$ cat src/rtl/rv_core_pkg.sv
// Shared definitions for the RISC-V core front end: fetch FSM states,
// datapath width and instruction alignment helpers.
package rv_core_pkg;

    localparam int XLEN = 32;
    localparam logic [1:0] INSTR_ALIGN_MASK = 2'b11;
    localparam logic [XLEN-1:0] PC_INCR = 32'd4;

    typedef enum logic [1:0] {
        ST_BOOT  = 2'd0,
        ST_REQ   = 2'd1,
        ST_VALID = 2'd2
    } fetch_state_t;

    function automatic logic is_misaligned(input logic [XLEN-1:0] addr);
        return (addr[1:0] & INSTR_ALIGN_MASK) != 2'b00;
    endfunction

endpackage

$ cat src/rtl/next_pc_select.sv
// Combinational next-PC priority mux: trap > redirect > sequential PC+4.
// A misaligned redirect target is replaced by the trap vector and flagged.
module next_pc_select
    import rv_core_pkg::*;
#(
    parameter logic [XLEN-1:0] TRAP_VECTOR = 32'h0000_0100
) (
    input  logic [XLEN-1:0] i_PC,
    input  logic            i_Trap,
    input  logic            i_Redirect,
    input  logic [XLEN-1:0] i_RedirectTarget,
    output logic [XLEN-1:0] o_NextPC,
    output logic            o_Event,
    output logic            o_Misalign
);

    logic target_bad;

    assign target_bad = is_misaligned(i_RedirectTarget);

    always_comb begin
        o_NextPC   = i_PC + PC_INCR;
        o_Event    = i_Trap | i_Redirect;
        o_Misalign = 1'b0;
        if (i_Trap) begin
            o_NextPC = TRAP_VECTOR;
        end else if (i_Redirect) begin
            o_NextPC   = target_bad ? TRAP_VECTOR : i_RedirectTarget;
            o_Misalign = target_bad;
        end
    end

endmodule

$ cat src/rtl/fetch_sequencer.sv
// Fetch FSM: drives the PC register enable/next value, runs the req/ack
// instruction-memory port and hands fetched words to decode via valid/ready.
module fetch_sequencer
    import rv_core_pkg::*;
#(
    parameter logic [XLEN-1:0] RESET_VECTOR = 32'h0000_0000,
    parameter logic [XLEN-1:0] TRAP_VECTOR  = 32'h0000_0100
) (
    input  logic            i_Clk,
    input  logic            i_Rst,
    input  logic [XLEN-1:0] i_PC,
    output logic            o_PC_EN,
    output logic [XLEN-1:0] o_NewPC,
    output logic            o_IMemReq,
    output logic [XLEN-1:0] o_IMemAddr,
    input  logic            i_IMemAck,
    input  logic [XLEN-1:0] i_IMemData,
    output logic [XLEN-1:0] o_Instr,
    output logic            o_InstrValid,
    input  logic            i_InstrReady,
    input  logic            i_Redirect,
    input  logic [XLEN-1:0] i_RedirectTarget,
    input  logic            i_Trap,
    output logic            o_MisalignErr,
    output logic [XLEN-1:0] o_FetchCount
);

    fetch_state_t    state_reg, state_next;
    logic            pend_valid_reg;
    logic [XLEN-1:0] pend_target_reg;
    logic            req_reg;
    logic [XLEN-1:0] addr_reg;
    logic [XLEN-1:0] instr_reg;
    logic            valid_reg;
    logic            misalign_reg;
    logic [XLEN-1:0] count_reg;

    logic            sel_event, sel_misalign;
    logic [XLEN-1:0] sel_pc;
    logic            pc_en_next;
    logic [XLEN-1:0] new_pc_next;
    logic            capture_next, accept_next;

    next_pc_select #(
        .TRAP_VECTOR(TRAP_VECTOR)
    ) u_next_pc_select (
        .i_PC            (i_PC),
        .i_Trap          (i_Trap),
        .i_Redirect      (i_Redirect),
        .i_RedirectTarget(i_RedirectTarget),
        .o_NextPC        (sel_pc),
        .o_Event         (sel_event),
        .o_Misalign      (sel_misalign)
    );

    always_comb begin
        state_next   = state_reg;
        pc_en_next   = 1'b0;
        new_pc_next  = '0;
        capture_next = 1'b0;
        accept_next  = 1'b0;
        case (state_reg)
            ST_BOOT: begin
                pc_en_next  = 1'b1;
                new_pc_next = RESET_VECTOR;
                state_next  = ST_REQ;
            end
            ST_REQ: begin
                // A redirect seen during this fetch (now or earlier) kills the returned word.
                if (i_IMemAck) begin
                    if (sel_event) begin
                        pc_en_next  = 1'b1;
                        new_pc_next = sel_pc;
                    end else if (pend_valid_reg) begin
                        pc_en_next  = 1'b1;
                        new_pc_next = pend_target_reg;
                    end else begin
                        capture_next = 1'b1;
                        state_next   = ST_VALID;
                    end
                end
            end
            ST_VALID: begin
                accept_next = i_InstrReady;
                if (sel_event || i_InstrReady) begin
                    pc_en_next  = 1'b1;
                    new_pc_next = sel_pc;
                    state_next  = ST_REQ;
                end
            end
            default: state_next = ST_BOOT;
        endcase
        if (i_Rst) begin
            pc_en_next  = 1'b0;
            new_pc_next = '0;
        end
    end

    always_ff @(posedge i_Clk) begin
        if (i_Rst) begin
            state_reg       <= ST_BOOT;
            pend_valid_reg  <= 1'b0;
            pend_target_reg <= '0;
            req_reg         <= 1'b0;
            addr_reg        <= '0;
            instr_reg       <= '0;
            valid_reg       <= 1'b0;
            misalign_reg    <= 1'b0;
            count_reg       <= '0;
        end else begin
            state_reg    <= state_next;
            req_reg      <= (state_next == ST_REQ);
            // Address follows the PC value that will be present once the request is up.
            addr_reg     <= (state_next == ST_REQ) ? (pc_en_next ? new_pc_next : i_PC) : '0;
            misalign_reg <= sel_misalign && (state_reg != ST_BOOT);

            if (state_reg == ST_REQ && !i_IMemAck && sel_event) begin
                pend_valid_reg  <= 1'b1;
                pend_target_reg <= sel_pc;
            end else if (state_reg != ST_REQ || i_IMemAck) begin
                pend_valid_reg  <= 1'b0;
            end

            if (capture_next) begin
                instr_reg <= i_IMemData;
                valid_reg <= 1'b1;
            end else if (state_reg == ST_VALID && state_next == ST_REQ) begin
                valid_reg <= 1'b0;
            end

            if (accept_next) begin
                count_reg <= count_reg + 1'b1;
            end
        end
    end

    assign o_PC_EN       = pc_en_next;
    assign o_NewPC       = new_pc_next;
    assign o_IMemReq     = req_reg;
    assign o_IMemAddr    = addr_reg;
    assign o_Instr       = instr_reg;
    assign o_InstrValid  = valid_reg;
    assign o_MisalignErr = misalign_reg;
    assign o_FetchCount  = count_reg;

endmodule

$ cat config.mk
export PLATFORM = sky130hd
export DESIGN_NAME = fetch_sequencer
export DESIGN_NICKNAME = d
export VERILOG_FILES = /design/src/rtl/rv_core_pkg.sv /design/src/rtl/next_pc_select.sv /design/src/rtl/fetch_sequencer.sv
export SDC_FILE = /design/constraint.sdc
export NUM_CORES = 1
export LEC_CHECK = 0
export BUFFER_PORTS_ARGS = -buffer_cell sky130_fd_sc_hd__buf_2
export CORE_ASPECT_RATIO = 1.75
export CORE_MARGIN = 2
export CORE_UTILIZATION = 35
export CTS_CLUSTER_SIZE = 40
export DETAILED_ROUTE_END_ITERATION = 10
export GPL_ROUTABILITY_DRIVEN = 0
export PLACE_DENSITY = 0.65
export SLEW_MARGIN = 20
export SYNTH_ARGS = -nofsm -noshare
export SYNTH_HDL_FRONTEND = slang
export SYNTH_SLANG_ARGS = --single-unit
$ cat constraint.sdc
create_clock -name i_Clk -period 2.45 [get_ports i_Clk]
set_clock_uncertainty 0.2 [all_clocks]
set_input_delay 0.245 -clock i_Clk [delete_from_list [all_inputs] [get_ports i_Clk]]
set_output_delay 0.245 -clock i_Clk [all_outputs]
set_load 0.005 [all_outputs]
==> results.py <==
metrics = {
    "outcome": {
        "status": "finished, violations left",
        "failed_checks": "negative setup slack",
    },
    "sta": {
        "finalCritPeriodShare_pct": 108,
        "period_needed_ps": 2640,
        "worst_pin_slew_ps": 813,
        "maxSlewViolCount": 0,
        "fmax_mhz": 378,
        "whs_ps": 11.0,
        "rsz0062_at_grt": "yes",
        "final_hold_viol_count": 0,
        "worst_slack_ps": -194,
        "setup_viol": 30,
        "slew_headroom_pct": 45.6,
    },
    "drt": {
        "drc": 0,
        "antenna_left": 0,
        "routed_wl_mm": 27.6,
        "viasPerCell": 5.47,
        "drt-pass1-iter-count": 5,
        "avgRoutedWirePerCell_um": 17.7,
        "dr_total_vias": 8526,
        "first_iter_violations": 571,
    },
    "clocking": {
        "insertion_delay_ps": 420,
        "cts_tree": "done",
        "clk_pin_slew_ps": 60,
        "clockBufferDepth": 2,
        "cts_root_buf": "clkbuf_16",
        "cts_buffers": 17,
        "htreeDepth": 4,
        "cts_sinks": 134,
    },
    "finish": {
        "areaGrowthSynthToFinish_pct": 60.2,
        "fin_util_pct": 57.4,
        "antennaDiodeCount": 0,
        "drive_above_1_share_pct": 36.9,
        "layout.nets": 1413,
    },
    "synthesis": {
        "avgSynthCellArea_um2": 7.60,
        "synth-edff-count": 0,
        "synth_cell_types": 68,
        "yosys_warnings": 0,
        "yosysSeqAreaShare_pct": 39.0,
        "synthArstFlopShare_pct": 0,
        "synth_area_mm2": 0.00688,
        "synth_nets": 1013,
        "ys_seq_elements": 134,
        "syn_inst": 905,
        "ys.flop_type": "dfxtp_1",
    },
    "min_path": {
        "min_delay_path_depth": 5,
        "hold_path.class": "in2reg",
        "hp-start": "i_RedirectTarget[28]",
        "min_to": "pend_target_reg[28]$_SDFFE_PP0P_",
    },
    "floorplanning": {
        "die_w_um": 110,
        "die-height_um": 189,
        "row_count": 67,
        "die_area_mm2": 0.0208,
        "ios": 234,
        "fp.coreArea_mm2": 0.0192,
        "initial_core_util_pct": 35.8,
    },
    "setup_path": {
        "end_kind": "primary output",
        "arrival_ps": 2200,
        "required_ps": 2010,
        "worstRegToRegCells": 10,
        "start_kind": "flip-flop",
        "rr_endpoint": "o_IMemAddr[22]$_SDFF_PP0_",
        "critPathKind": "reg2out",
        "rrSetupSlack_ps": 20,
        "timing.rr.start": "state_reg[1]$_SDFF_PP0_",
        "critPathMaxFanout": 5,
    },
    "power": {
        "peakVddDrop_uv": 420,
        "cellPowerDensity_mw_per_mm2": 562,
        "p_leak_uw": 0.00476,
    },
    "job": {
        "drv_cap": 0,
    },
    "place": {
        "post-place-ws_ps": -113,
        "place_hpwl_mm": 18.7,
        "port_buffers": 233,
    },
    "grt": {
        "grt-ovfl-total": 0,
        "grt_pass1_wl_mm": 40.9,
        "antenna_found_initial": 0,
        "grt_max_degree": 65,
        "grt_pass1_vias": 8179,
        "grt_usage_pct": 25.2,
    },
}
worst max-delay path, stage by stage (launching register included):
cell and delay [ps]:
dfxtp_2 340, inv_2 50, buf_6 110, ha_4 270, nand2b_4 70, buf_8 130, nor2_4 110, a31oi_4 110
a2111oi_4 290, buf_4 190, buf_6 90
per-stage QoR:
| stage | total power, µW | cell area [µm²] | std cells | TNS (ps) |
|---|---|---|---|---|
| 2_1_floorplan | 2720 | 6880 | 905 | 0 |
| 3_3_place_gp | 3130 | 8810 | 1407 | -126 |
| 3_5_place_dp | 3140 | 8810 | 1407 | -263 |
| 4_1_cts | 6140 | 10800 | 1545 | -1970 |
| 5_1_grt | 6390 | 11000 | 1559 | -4870 |
| 6_report | 6190 | 11000 | 1559 | -2250 |
Yosys cell counts (all sizes together), types with 3 or more instances:
master / number / area share [%]
a21o: 4 / 0.44
nor4: 3 / 0.27
and3: 21 / 1.9
a211oi: 6 / 0.73
clkbuf: 43 / 2.4
ha: 6 / 1.1
a22oi: 8 / 0.87
o22ai: 3 / 0.27
a31oi: 11 / 1.1
nor3: 19 / 1.5
o2bb2ai: 3 / 0.38
o31ai: 8 / 1.3
nor2b: 4 / 0.36
o21a: 5 / 0.55
or4: 6 / 0.65
o21ai: 31 / 2.3
or3: 7 / 0.64
a22o: 3 / 0.38
xor2: 29 / 3.7
a311oi: 4 / 0.51
nor2: 90 / 4.9
o211ai: 8 / 0.87
nand4: 23 / 2.1
a21oi: 99 / 7.3
nand3: 33 / 2.4
or2: 4 / 0.36
nor3b: 3 / 0.33
buf: 17 / 1.3
nand3b: 3 / 0.33
inv: 8 / 0.47
and4: 10 / 1.3
nand2b: 4 / 0.36
and2: 9 / 0.82
dfxtp: 134 / 39
or3b: 3 / 0.38
xnor2: 20 / 2.5
nand2: 183 / 10
a32oi: 9 / 1.1
routing by layer:
layer / track usage (%) / routed length (µm)
met4: 17.9 / 1960
met2: 44.6 / 14300
met1: 25.5 / 9470
met5: 0 / 0
met3: 5.09 / 1830
layout make-up:
| type | count | area (µm²) |
|---|---|---|
| Multi-Input combinational cell | 704 | 4310 |
| Clock buffer | 20 | 467 |
| Timing Repair inverter | 1 | 5.00 |
| Clock inverter | 12 | 173 |
| Inverter | 8 | 40.0 |
| Sequential cell | 134 | 2690 |
| Fill cell | 1710 | 8180 |
| Tap cell | 241 | 302 |
| Timing Repair Buffer | 439 | 3030 |
timing repair:
item,4_1_cts,5_1_grt
hold buffers,70,0
endpoints found under the setup margin,37,47
gates resized for setup,97,33
buffers inserted,36,17
pin swaps,28,23
cloned,1,2
hold endpoints to repair,70,0
cells by family (layout without fill, tap and decap cells):
group | Yosys count | count (layout) | synth area share (%)
compound gates | 221 | 222 | 20.6
xor+xnor | 49 | 49 | 6.24
fa+ha+maj | 6 | 6 | 1.09
buf+inv | 68 | 480 | 4.17
flops | 134 | 134 | 39.0
mux | 2 | 2 | 0.291
simple gates | 425 | 425 | 28.6
placed cells by master, fill, tap and decap left out, types with 21 or more instances in the layout:
| cell | instances |
|---|---|
| buf_2 | 229 |
| dfxtp_1 | 131 |
| nor2_1 | 82 |
| nand3_1 | 31 |
| o21ai_0 | 22 |
| buf_6 | 21 |
| dlygate4sd3_1 | 70 |
| nand4_1 | 23 |
| buf_4 | 114 |
| xor2_1 | 29 |
| nand2_1 | 175 |
| a21oi_1 | 83 |
report_power, final:
part           switching, µW  total [µW]  internal (µW)
sequential              30.8        2290           2250
combinational            595        1110            511
clock                   1020        2800           1780
worst max-delay path by stage:
stage                            start     endpoint  slack (ps)  cells after the start
6_report       state_reg[1]$_SDFF_PP0_  o_NewPC[14]        -190                     10
4_1_cts        state_reg[1]$_SDFF_PP0_  o_NewPC[14]        -170                     10
3_3_place_gp                   i_PC[2]  o_NewPC[26]        -110                      7
5_1_grt        state_reg[1]$_SDFF_PP0_  o_NewPC[14]        -290                     10
2_1_floorplan  state_reg[0]$_SDFF_PP0_  o_NewPC[24]          90                      8
3_5_place_dp                   i_PC[2]  o_NewPC[26]        -110                      7
(Power assumes the default switching activity.)
